<file path="src/rtl/frv_dmem_arb.sv">
// Two-requester data-memory arbiter with an in-order response ID FIFO.
// Define FRV_DMEM_ARB_RR_EN for round-robin arbitration; default is fixed priority (port 0 wins).
module frv_dmem_arb #(
    parameter int OUTSTANDING = 2
) (
    input  logic        g_clk,
    input  logic        g_resetn,
    input  logic [1:0]  r_req,
    input  logic [1:0]  r_wen,
    input  logic [7:0]  r_strb,
    input  logic [63:0] r_wdata,
    input  logic [63:0] r_addr,
    output logic [1:0]  r_gnt,
    output logic [1:0]  r_recv,
    input  logic [1:0]  r_ack,
    output logic [31:0] r_rdata,
    output logic        r_error,
    output logic        m_req,
    output logic        m_wen,
    output logic [3:0]  m_strb,
    output logic [31:0] m_wdata,
    output logic [31:0] m_addr,
    input  logic        m_gnt,
    input  logic        m_recv,
    output logic        m_ack,
    input  logic [31:0] m_rdata,
    input  logic        m_error
);

    localparam logic [2:0] FULL_CNT = 3'(OUTSTANDING);
    localparam logic [1:0] LAST_PTR = 2'(OUTSTANDING - 1);

    logic       lock_q, lock_d;
    logic       owner_q, owner_d;
    logic [2:0] count_q, count_d;
    logic [1:0] wr_ptr_q, wr_ptr_d;
    logic [1:0] rd_ptr_q, rd_ptr_d;
    logic [3:0] id_q, id_d;
`ifdef FRV_DMEM_ARB_RR_EN
    logic       last_q, last_d;
`endif

    logic prio_sel;
    logic sel;
    logic full;
    logic empty;
    logic push;
    logic pop;
    logic head;
    logic resp_vld;

    // Arbitration: a stalled request keeps its owner until memory accepts it.
    always_comb begin
`ifdef FRV_DMEM_ARB_RR_EN
        if (r_req == 2'b11) begin
            prio_sel = ~last_q;
        end else begin
            prio_sel = r_req[1] & ~r_req[0];
        end
`else
        prio_sel = r_req[1] & ~r_req[0];
`endif
        sel   = lock_q ? owner_q : prio_sel;
        full  = (count_q == FULL_CNT);
        empty = (count_q == 3'd0);
    end

    // Request channel mux and grant.
    always_comb begin
        m_req   = r_req[sel] & ~full;
        m_wen   = r_wen[sel];
        m_strb  = sel ? r_strb[7:4]    : r_strb[3:0];
        m_wdata = sel ? r_wdata[63:32] : r_wdata[31:0];
        m_addr  = sel ? r_addr[63:32]  : r_addr[31:0];
        push    = m_req & m_gnt & g_resetn;
        r_gnt   = 2'b00;
        if (push) begin
            r_gnt[sel] = 1'b1;
        end
    end

    // Response routing to the oldest outstanding requester.
    always_comb begin
        head     = id_q[rd_ptr_q];
        resp_vld = ~empty & g_resetn;
        r_recv   = 2'b00;
        if (m_recv && resp_vld) begin
            r_recv[head] = 1'b1;
        end
        m_ack   = resp_vld & r_ack[head];
        pop     = m_recv & m_ack;
        r_rdata = m_rdata;
        r_error = m_error;
    end

    always_comb begin
        lock_d   = m_req & ~m_gnt;
        owner_d  = sel;
        id_d     = id_q;
        wr_ptr_d = wr_ptr_q;
        rd_ptr_d = rd_ptr_q;
        count_d  = count_q;
`ifdef FRV_DMEM_ARB_RR_EN
        last_d   = push ? sel : last_q;
`endif
        if (push) begin
            id_d[wr_ptr_q] = sel;
            wr_ptr_d       = (wr_ptr_q == LAST_PTR) ? 2'd0 : wr_ptr_q + 2'd1;
        end
        if (pop) begin
            rd_ptr_d = (rd_ptr_q == LAST_PTR) ? 2'd0 : rd_ptr_q + 2'd1;
        end
        case ({push, pop})
            2'b10:   count_d = count_q + 3'd1;
            2'b01:   count_d = count_q - 3'd1;
            default: count_d = count_q;
        endcase
    end

    always_ff @(posedge g_clk) begin
        if (!g_resetn) begin
            lock_q   <= 1'b0;
            owner_q  <= 1'b0;
            count_q  <= 3'd0;
            wr_ptr_q <= 2'd0;
            rd_ptr_q <= 2'd0;
`ifdef FRV_DMEM_ARB_RR_EN
            last_q   <= 1'b1;
`endif
        end else begin
            lock_q   <= lock_d;
            owner_q  <= owner_d;
            count_q  <= count_d;
            wr_ptr_q <= wr_ptr_d;
            rd_ptr_q <= rd_ptr_d;
`ifdef FRV_DMEM_ARB_RR_EN
            last_q   <= last_d;
`endif
        end
    end

    // ID storage is datapath only; pointers and count qualify it.
    always_ff @(posedge g_clk) begin
        id_q <= id_d;
    end

endmodule

</file>
<file path="config.mk">
export PLATFORM = sky130hd
export DESIGN_NAME = frv_dmem_arb
export DESIGN_NICKNAME = d
export VERILOG_FILES = /design/src/rtl/frv_dmem_arb.sv
export SDC_FILE = /design/constraint.sdc
export NUM_CORES = 1
export LEC_CHECK = 0
export ABC_CLOCK_PERIOD_IN_PS = 3200
export CELL_PAD_IN_SITES_DETAIL_PLACEMENT = 1
export CELL_PAD_IN_SITES_GLOBAL_PLACEMENT = 2
export CORE_UTILIZATION = 10
export DETAILED_ROUTE_END_ITERATION = 10
export GPL_TIMING_DRIVEN = 0
export PLACE_DENSITY = 0.95
export SYNTH_ARGS = -nofsm -noshare
export SYNTH_HDL_FRONTEND = slang
export SYNTH_SLANG_ARGS = --single-unit
</file>
<file path="constraint.sdc">
create_clock -name g_clk -period 3.2 [get_ports g_clk]
set_input_delay 0.48 -clock g_clk [delete_from_list [all_inputs] [get_ports g_clk]]
set_output_delay 0.48 -clock g_clk [all_outputs]
set_load 0.03 [all_outputs]
</file>
After elaboration in Yosys (flattened, before gate mapping)
Index checks and enable logic that the tools add are counted.
{ "totals": {"regBits": 13, "input_bits": 179, "output_inout_bits": 108} }
{ "classes": {"add_sub_neg": 4, "n_lt_le_gt_ge": 7, "n_eq_ne": 5, "mux": 24, "bitwise_logic": 12, "reduce_logical": 6} }
{ "ops": {"columns": ["operator", "n"], "rows": [
  ["2-to-1 mux 32 bit", 2],
  ["2-to-1 mux 1 bit", 11],
  ["AND 1 bit", 8],
  ["2-to-1 mux 2 bit", 4],
  ["== test 2 x 1 -> 1 bit (second input constant)", 3],
  ["less-than comparator 2 x 3 -> 1 bit (second input constant)", 2],
  ["case mux 3 bit (2 select lines)", 1],
  ["adder 2 x 1 -> 2 bit (second input constant)", 2],
  ["bitwise mux 4 bit", 1],
  ["logical AND 1 bit", 4],
  ["less-than comparator 1 x 2 -> 1 bit (second input constant)", 2],
  ["2-to-1 mux 4 bit", 1],
  ["inverter 1 bit", 4],
  ["adder 3 x 1 -> 3 bit (second input constant)", 1],
  ["== test 3 x 2 -> 1 bit (second input constant)", 1],
  ["logical NOT 3 bit", 1],
  ["subtractor 3 x 1 -> 3 bit (second input constant)", 1],
  ["binary-select mux 1 bit (select 2 bit)", 1],
  ["demux 1 bit (select 1 bit)", 2],
  ["demux 1 bit (select 2 bit)", 1],
  ["== test 2 bit (second input constant)", 1],
  [">= comparator 1 bit (second input constant)", 2],
  [">= comparator 2 x 1 -> 1 bit (second input constant)", 1],
  ["nonzero test 2 bit", 1]
]} }

Logic depth before layout (Yosys ltp)
Gate-level depths: netlist (run 1).
{ "logic_depth": {"ltp_word": 10, "ltp_mapped": 9, "mapped_depth_nobuf": 9} }

Worst setup path after synthesis (run 1)
No wires, ideal clock.
{ "synth_timing": {"path_type": "input-to-reg", "startpoint": "in r_req[1]", "endpoint": "reg count_q[2]", "setup_ns": 0.076, "t_arrival_ns": 2.558, "required_time_ns": 3.124, "path_slack_ns": 0.567, "path_stages": 9, "path_buffers": 0, "path_cell_list": "and3b_1 > a311oi_2 > nand3_1 > ha_1 > inv_1 > fa_1 > xor2_1 > or3_1 > a21boi_0"} }
{ "synth_between": {"elab_chain_len": 9, "word_cells_on_any_way": 11, "cone_classes": "eq/ne: 2; mux: 4; bitwise: 4; reduce/logical: 1"} }
{ "synth_rtl": {"columns": ["item", "line", "text"], "rows": [
  ["start: declaration", "8", "input logic [1:0] r_req,"],
  ["AND 1 bit", "61", "prio_sel = r_req[1] & ~r_req[0];"],
  ["2-to-1 mux 1 bit", "63", "sel = lock_q ? owner_q : prio_sel;"],
  ["2-to-1 mux 1 bit (implied by the code) * (2 in a row)", "70", "m_req = r_req[sel] & ~full;"],
  ["AND 1 bit *", "70", null],
  ["net m_req", "18", "output logic m_req,"],
  ["AND 1 bit * (2 in a row)", "75", "push = m_req & m_gnt & g_resetn;"],
  ["== test 2 x 1 -> 1 bit or == test 2 bit (tied branches)", "113", "case ({push, pop})"],
  ["case mux 3 bit (2 select lines) or nonzero test 2 bit (tied branches)", null, null],
  ["end signal: assignment", "133", "count_q <= count_d;"],
  ["end: declaration", "35", "logic [2:0] count_q, count_d;"]
]} }
Mark *: on every way through the listed nets, which the timed path passes. The rest lies on a longest branch. The select of a mux whose other input is x is not followed.
A chain may end at the register's enable or synchronous reset.

Worst setup path in the final report (run 1)
{ "layout_timing": {"startpoint": "in r_req[1]", "endpoint": "out m_wdata[27]"} }
{ "layout_between": {"elab_chain_len": 3} }
{ "layout_rtl": {"columns": ["item", "line", "text"], "rows": [
  ["AND 1 bit", "61", null],
  ["2-to-1 mux 1 bit", "63", null],
  ["2-to-1 mux 32 bit", "73", "m_wdata = sel ? r_wdata[63:32] : r_wdata[31:0];"],
  ["end: declaration", "21", "output logic [31:0] m_wdata,"]
]} }
No other way between the ends.

==> metrics.cfg, run 1 <==
[setup_path]
cpMaxStageDelayCell = clkdlybuf4s50_1
critPathMaxStageDelay_ns = 0.62
crit_chain = clkdlybuf4s50_1 -> nand2b_1 -> o21a_1 -> buf_2 -> buf_2 -> mux2_2 -> clkdlybuf4s50_1
rr_startpoint = rd_ptr_q[0]$_SDFFE_PN0P_
path_buf_inv = 4
required_ns = 2.72
cp.depth = 7
rrSetupSlack_ns = 0.36
rr_worst_depth = 9
crit-reg2reg-capture = count_q[2]$_SDFFE_PN0P_
critical_path_class = in -> out
cp_top_family = buffers and inverters
crit_path_end_kind = primary output
worst_ep_arrival_time_ns = 2.67
path_max_fanout = 10
startpoint_type = input pin

[place]
portBuffers = 253
preCtsSetupSlack_ns = -0.283
hpwl_microns = 10300
dpl-instance-area_sq_um = 4520
routabilityCongestion = 0.850

[synthesis]
synth-simple-area-share = 0.0869
synth_area_sq_um = 1710
synth_compound_area_frac = 0.0467
syn_avg_cell_area_sq_um = 9.73
muxShareOfSynthArea = 0.478
synthFlopType = dfxtp_1
synth_edf_count = 4
yosysWarningCount = 0
postSynthRegisterBits = 13
synth_top_area_share = 0.454
synth_area_leaders = mux2_2 (45%), buf_4 (14%), dfxtp_1 (11%)
synthAdderAreaFrac = 0.0190
synth.largest_area_cell = mux2_2
synth.yosys.seq_area_share = 0.175
synth_top_family_by_area = multiplexers
async_flop_share = 0
yosysUniqueCellTypes = 35
synthXorXnorAreaFrac = 0.0102
syn_inst = 176
synth_nets = 357

[die]
die_h_microns = 133
dieArea_sq_um = 17700
rows = 47
die_x_microns = 133
initial_core_util = 0.103
ios = 287
core_area_sq_um = 16600

[sta]
finClkSkew_ns = 0.00326
fmax_ghz = 0.318
fin_ws_ns = 0.0509
fin_crit_sh = 0.984
rsz0062_at_grt = true
hold_viol = 0
setup_violations = 0
period_needed_ns = 3.15
worst_pin_slew_ns = 0.504
hold-worst-slack_ns = 0.468
slew_headroom = 0.664
setup_total_negative_slack_ns = 0
slew_violations = 0

[power]
power_density_nw_per_um2 = 257
power.leakage_nw = 2.06
ir_drop_uv = 345

[job]
maxCapViolCount = 0

[layout]
drive_gt1_frac = 0.273
final_cell_mix = clkdlybuf4s50_1 (215), mux2_2 (69), buf_4 (35), dlymetal6s2s_1 (34), dfxtp_1 (9)
utilization = 0.282
num-nets-final = 615
num-fill-cells = 1891
area.growth.synth_to_final_pct = 174
layout_commonest_cell = clkdlybuf4s50_1
design_area_sq_um = 4700

[clock_tree]
clk_latency_ns = 0.25
cts_root_buffer = clkbuf_16
cts_resized = 6
holdBufCountCts = 0
cts_made_buffers = 3
cts.sinks = 13
cts_tree = done
cts_setup_buffers = 0
h-tree-depth = 1
clockBufferDepth = 2
path_clk_slew_ns = 0.05

[global_route]
overflow = 0
antenna_found_initial = 4
grt_first_pass_wirelength_microns = 16300
grt_max_degree = 11
grt_pass1_vias = 2671
track_usage = 0.124

[routing]
wl_microns = 11400
drt_pass1_iterations = 4
post-route-drc-count = 0
wl_per_cell_microns = 17.4
drt_iter0_markers = 24
vias = 2324
via_per_inst = 3.54
ant_nets = 0

[worst_hold_path]
hold_path_end = rd_ptr_q[1]$_SDFFE_PN0P_
hp-start = rd_ptr_q[1]$_SDFFE_PN0P_
hold_path_depth = 2
hold_class = reg -> reg

[status]
outcome = finished clean

==> final cells by class <==
cell class                 count  area [sq um]  area share
antenna                        4          10.0     0.00213
timing repair buffer         253          2610       0.555
clock buffer                   3          75.1      0.0160
buffer                        42           302      0.0642
sequential                    13           300      0.0639
inverter                       6          22.5     0.00479
clock inverter                 1          5.00     0.00107
tap                          220           275      0.0586
multi-input combinational    115          1100       0.234
==> per-layer routing <==
metal | routed length, microns | up-vias | share of wire | GRT usage
li1 | - | 1108 | - | -
met1 | 3900 | 1093 | 0.34 | 0.129
met2 | 6310 | 115 | 0.55 | 0.238
met4 | 233 | 0 | 0.020 | 0.0345
met3 | 959 | 8 | 0.084 | 0.0387
met5 | 0 | - | 0 | 0
==> logic make-up after synthesis <==
kind of cell / Yosys count
DFF: 13
xor gates and xnor gates: 2
AOI/OAI and AO/OA: 11
muxes: 72
buffers and inverters: 48
and+or+nand+nor: 28
adders and majority gates: 2
==> power by group <==
| part | leakage, nW | switching (mW) | total, mW | internal (mW) |
|---|---|---|---|---|
| Sequential | 0.110 | 0.00608 | 0.183 | 0.177 |
| Clock | 0.0409 | 0.0750 | 0.242 | 0.167 |
| Combinational | 1.91 | 0.359 | 0.783 | 0.424 |
==> Yosys cell counts (2+ instances only) <==
library cell and n:
inv_1 6, nand2_1 6, nor3_1 3, o21ai_0 2, mux2i_1 2, nor2_1 5, dfxtp_1 9, and2_1 2
nor2b_1 2, buf_2 8, o21a_1 2, buf_4 33, mux2_2 69, edfxtp_1 4, and3b_1 2, a21oi_1 2
==> state kept, by name, summed over array words and instances (netlist names) <==
register and count:
id_q 4, count_q 3, lock_q 1, owner_q 1, wr_ptr_q 2, rd_ptr_q 2
==> metrics by stage <==
step           std cells  power [mW]
6_report             657        1.21
5_1_grt              657        1.26
4_1_cts              653        1.23
3_5_place_dp         649       0.980
3_3_place_gp         649       0.974
2_1_floorplan        176       0.570
==> worst min-delay path, stage by stage, from the launching register on <==
cell,delay [ns]
dfxtp_1,0.32
nand2_1,0.07
a21oi_1,0.04
==> how the worst max path moves through the flow <==
stage                     startpoint                       to  slack, ns
final                       r_req[1]              m_wdata[27]       0.05
after global routing        r_req[1]              m_wdata[19]      -0.09
after CTS                   r_req[1]               m_addr[19]     -0.009
after detailed placement    r_req[1]                 r_gnt[0]      -0.28
after global placement      r_req[1]                 r_gnt[0]      -0.22
after floorplan             r_req[1]  count_q[2]$_SDFFE_PN0P_       0.57
No activity file was read; power rests on OpenSTA's default activity.
==> run 2, diff against run 1 <==
--- a/config.mk
+++ b/config.mk
@@ -10,7 +10,7 @@
 export CELL_PAD_IN_SITES_GLOBAL_PLACEMENT = 2
 export CORE_UTILIZATION = 10
 export DETAILED_ROUTE_END_ITERATION = 10
-export GPL_TIMING_DRIVEN = 0
+export GPL_TIMING_DRIVEN = 1
 export PLACE_DENSITY = 0.95
 export SYNTH_ARGS = -nofsm -noshare
 export SYNTH_HDL_FRONTEND = slang
==> run 2 against run 1 <==
Clock power is essentially flat. Non-clock buffer count down 71. Global-route usage decreased by 1.0 points. Flip-flop and latch count is the same. Final area down 15%. Die area is the same. Sequential power is essentially flat. Wire length decreased by 9.4%. Combinational power down 15%. Register-to-register slack better by 0.05 ns. First-iteration DRC count increased to 3.3 times the previous value. Hold slack got worse by 0.0033 ns.
==> metrics.cfg, run 2 (synthesized netlist as in run 1, its figures left out) <==
[power]
power_density_nw_per_um2 = 273
ir_drop_uv = 131
power.leakage_nw = 1.48

[clock_tree]
cts_tree = done
cts.sinks = 13
h-tree-depth = 1
holdBufCountCts = 0
cts_root_buffer = clkbuf_16
cts_setup_buffers = 0
path_clk_slew_ns = 0.05
cts_made_buffers = 3
clockBufferDepth = 2
clk_latency_ns = 0.25
cts_resized = 0

[layout]
num-fill-cells = 1911
final_cell_mix = clkdlybuf4s50_1 (192), mux2_2 (69), buf_4 (30), dfxtp_1 (9)
largest_reg_flops = 4
seq_area_sq_um = 300
area.growth.synth_to_final_pct = 132
top_register = id_q
utilization = 0.239
num-nets-final = 544
multiInputGateArea_sq_um = 1110
drive_gt1_frac = 0.298
layout_commonest_cell = clkdlybuf4s50_1
largestRegisters = id_q: 4 flops, count_q: 3 flops

[routing]
drt_iter0_markers = 79
wl_per_cell_microns = 17.6
ant_nets = 0
vias = 2030
drt_pass1_iterations = 4
post-route-drc-count = 0
wl_microns = 10300
via_per_inst = 3.47

[die]
ios = 287
die_x_microns = 133
initial_core_util = 0.103
die_h_microns = 133
core_area_sq_um = 16600
rows = 47
dieArea_sq_um = 17700

[place]
routabilityCongestion = 0.850
hpwl_microns = 9250
portBuffers = 220

[sta]
setup_violations = 0
setup_total_negative_slack_ns = 0
slew_violations = 0
hold_viol = 0
fmax_ghz = 0.338
worst_pin_slew_ns = 0.643
finClkSkew_ns = 0.00430
hold-worst-slack_ns = 0.464
period_needed_ns = 2.96
fin_crit_sh = 0.924
rsz0062_at_grt = false
slew_headroom = 0.567

[worst_hold_path]
hold_class = reg -> reg

[global_route]
overflow = 0
grt_max_degree = 46
grt_first_pass_wirelength_microns = 15000
grt_pass1_vias = 2417
antenna_found_initial = 3
track_usage = 0.114

[setup_path]
critical_path_class = in -> out
startpoint_type = input pin
required_ns = 2.72
worst_ep_arrival_time_ns = 2.48
crit_path_end_kind = primary output
path_max_fanout = 45

[job]
maxCapViolCount = 0

[status]
outcome = finished clean

==> run 2: changes by cell type in the layout (fill, tap and decap cells not counted) <==
cell	change
buf_12	+2
buf_2	-4
buf_4	-5
clkbuf_2	-1
clkbuf_4	-2
clkdlybuf4s50_1	-23
clkinv_2	-1
diode_2	-1
dlygate4sd2_1	-3
dlymetal6s2s_1	-34
o21a_1	-1
o21a_4	+1
==> run 2: critical path, cell delays in order <==
cell             delay [ns]
clkdlybuf4s50_1        0.41
nand2b_1               0.13
o21a_4                 0.20
buf_12                 0.24
mux2_2                 0.36
clkdlybuf4s50_1        0.61
==> run 2: report_power, final <==
part / internal, mW / switching [mW] / total [mW]
sequential: 0.177 / 0.00653 / 0.184
combinational: 0.363 / 0.300 / 0.663
clock: 0.168 / 0.0708 / 0.239
==> run 2: per-layer routing <==
| layer | share of wire | global-route usage | up-vias | wire [microns] |
|---|---|---|---|---|
| met1 | 0.36 | 0.118 | 921 | 3740 |
| met5 | 0 | 0 | - | 0 |
| li1 | - | - | 967 | - |
| met3 | 0.092 | 0.0444 | 10 | 948 |
| met4 | 0.022 | 0.0364 | 0 | 229 |
| met2 | 0.52 | 0.209 | 132 | 5400 |
==> run 2: final cells by class <==
type | count | area share
Timing Repair Buffer | 224 | 0.550
Multi-Input combinational cell | 115 | 0.278
Sequential cell | 13 | 0.0755
Tap cell | 220 | 0.0692
Clock buffer | 4 | 0.0198
Inverter | 6 | 0.00566
Antenna cell | 3 | 0.00189
==> run 2: final timing paths <==
check,start,to,slack [ns],cells past startpoint
min,rd_ptr_q[1]$_SDFFE_PN0P_,rd_ptr_q[1]$_SDFFE_PN0P_,0.46,2
max,r_req[1],m_addr[23],0.24,6
min reg2reg,rd_ptr_q[1]$_SDFFE_PN0P_,rd_ptr_q[1]$_SDFFE_PN0P_,0.46,2
max reg2reg,rd_ptr_q[0]$_SDFFE_PN0P_,count_q[2]$_SDFFE_PN0P_,0.41,9
==> run 2: per-stage QoR <==
stage,area (sq um),instances,setup WS [ns],total power [mW]
finish,3980,585,0.245,1.09
global route,3980,585,0.166,1.13
CTS,3970,582,0.234,1.10
detailed placement,3890,578,0.238,0.853
global placement,3890,578,0.272,0.847
floorplan,1710,176,0.567,0.570
==> run 3, diff against run 2 <==
--- a/config.mk
+++ b/config.mk
@@ -5,12 +5,13 @@
 export SDC_FILE = /design/constraint.sdc
 export NUM_CORES = 1
 export LEC_CHECK = 0
-export ABC_CLOCK_PERIOD_IN_PS = 3200
+export ABC_CLOCK_PERIOD_IN_PS = 2680
 export CELL_PAD_IN_SITES_DETAIL_PLACEMENT = 1
 export CELL_PAD_IN_SITES_GLOBAL_PLACEMENT = 2
 export CORE_UTILIZATION = 10
 export DETAILED_ROUTE_END_ITERATION = 10
 export GPL_TIMING_DRIVEN = 1
+export HOLD_SLACK_MARGIN = 0.08
 export PLACE_DENSITY = 0.95
 export SYNTH_ARGS = -nofsm -noshare
 export SYNTH_HDL_FRONTEND = slang
==> constraint.sdc (replaced) <==
create_clock -name g_clk -period 2.68 [get_ports g_clk]
set_input_delay 0.402 -clock g_clk [delete_from_list [all_inputs] [get_ports g_clk]]
set_output_delay 0.402 -clock g_clk [all_outputs]
set_load 0.03 [all_outputs]
==> run 3 against run 2 <==
Critical path depth rose by 3. Sequential power is 20% higher. Clock power up 17%. Flip-flop and latch count unchanged. Die area stayed put. Setup slack lost 0.13 ns. Non-clock buffer count up 14. Cell count up 2.4%.
==> metrics.cfg, run 3 (synthesized netlist as in run 1, its figures left out) <==
[status]
outcome = finished clean

[global_route]
grt.busiest_layer = met2
grt.met2_usage = 0.218
grt_first_pass_wirelength_microns = 15000
antenna_found_initial = 3
grt_use_met3 = 0.0490
grt_max_degree = 22
grt_pass1_vias = 2476
use_met1 = 0.111
track_usage = 0.114
overflow = 0

[die]
core_area_sq_um = 16600
initial_core_util = 0.103
rows = 47
ios = 287
dieArea_sq_um = 17700
die_x_microns = 133
die_h_microns = 133

[sta]
worst_pin_slew_ns = 0.405
period_needed_ns = 2.57
hold-worst-slack_ns = 0.450
fin_crit_sh = 0.958
hold_viol = 0
slew_headroom = 0.726
rsz0062_at_grt = true
finClkSkew_ns = 0.00491
setup_violations = 0
slew_violations = 0
fmax_ghz = 0.389

[place]
hpwl_microns = 9370
portBuffers = 220
dpl-instance-area_sq_um = 3980
routabilityCongestion = 0.822

[routing]
ant_nets = 0
post-route-drc-count = 0
wl_per_cell_microns = 17.3
drt_iter0_markers = 20
via_per_inst = 3.50
drt_pass1_iterations = 3
vias = 2099
wl_microns = 10400

[setup_path]
worstSetupEndpoint = count_q[2]$_SDFFE_PN0P_
startpoint = rd_ptr_q[0]$_SDFFE_PN0P_
rrSetupSlack_ns = 0.11
crit_path_end_kind = flip-flop
critical_path_class = reg -> reg
worst_ep_arrival_time_ns = 2.73
rr_startpoint = rd_ptr_q[0]$_SDFFE_PN0P_
crit-reg2reg-capture = count_q[2]$_SDFFE_PN0P_
rr_worst_depth = 9
required_ns = 2.85
startpoint_type = flip-flop
path_max_fanout = 4

[layout]
largest_reg_flops = 4
num-fill-cells = 1923
seq_area_sq_um = 302
design_area_sq_um = 4100
multiInputGateArea_sq_um = 1110
top_register = id_q
layout_commonest_cell = clkdlybuf4s50_1
utilization = 0.247
final_cell_mix = clkdlybuf4s50_1 (148), mux2_2 (69), buf_4 (46), dlygate4sd2_1 (24), dlymetal6s2s_1 (18)
num-nets-final = 558
drive_gt1_frac = 0.340
largestRegisters = id_q: 4 flops, count_q: 3 flops
area.growth.synth_to_final_pct = 140

[clock_tree]
cts_made_buffers = 3
path_clk_slew_ns = 0.04
h-tree-depth = 1
clk_latency_ns = 0.24
cts.sinks = 13
cts_root_buffer = clkbuf_16
clockBufferDepth = 2
holdBufCountCts = 0
cts_tree = done

[worst_hold_path]
hold_class = reg -> reg
hp-start = rd_ptr_q[1]$_SDFFE_PN0P_

[power]
power.leakage_nw = 1.75
ir_drop_uv = 254
power_density_nw_per_um2 = 313

[job]
maxCapViolCount = 0

## run 3: how the worst min path moves through the flow
stage                                     to  slack (ns)  cells past startpoint
floorplan           rd_ptr_q[1]$_SDFFE_PN0P_        0.42                      2
global placement    rd_ptr_q[1]$_SDFFE_PN0P_        0.43                      2
detailed placement  rd_ptr_q[1]$_SDFFE_PN0P_        0.44                      2
CTS                 rd_ptr_q[1]$_SDFFE_PN0P_        0.45                      2
global route        rd_ptr_q[1]$_SDFFE_PN0P_        0.47                      2
finish              rd_ptr_q[1]$_SDFFE_PN0P_        0.45                      2
## run 3: per-stage QoR
step                      std cells  TNS [ns]  setup WS [ns]  total power [mW]
after floorplan                 176         0          0.125             0.680
after global placement          591   -0.0148        -0.0103              1.03
after detailed placement        591    -0.243        -0.0916              1.04
after CTS                       595         0       0.000755              1.30
after global routing            599   -0.0817        -0.0817              1.35
final                           599         0          0.112              1.28
## run 3: per-layer routing
layer	wire length [microns]	vias to the layer above
met3	1050	8
met4	206	0
met1	3520	964
li1	-	994
met5	0	-
met2	5580	133
## run 3: worst max-delay path: stages, from the launching register on
cell and delay, ns:
dfxtp_2 0.35, mux4_2 0.56, mux2i_1 0.16, nor2_1 0.16, ha_2 0.22, inv_1 0.06, fa_1 0.37, xor2_1 0.17
or3_1 0.30, a21boi_0 0.15
## run 3: layout make-up
class / instances / area share
inverter: 6 / 0.00549
clock inverter: 1 / 0.00122
clock buffer: 3 / 0.0183
multi-input combinational: 115 / 0.271
tap: 220 / 0.0671
sequential: 13 / 0.0735
timing repair buffer: 238 / 0.561
antenna: 3 / 0.00183
## run 3: report_power, final
| part | internal (mW) | switching (mW) | total, mW |
|---|---|---|---|
| registers | 0.212 | 0.00836 | 0.220 |
| logic | 0.422 | 0.361 | 0.783 |
| clock network | 0.198 | 0.0817 | 0.280 |
## run 3: what timing repair did
action / CTS / global route
endpoints found under the setup margin: 24 / 20
pin swaps: 0 / 1
buffers inserted: 0 / 1
resized for setup: 24 / 21
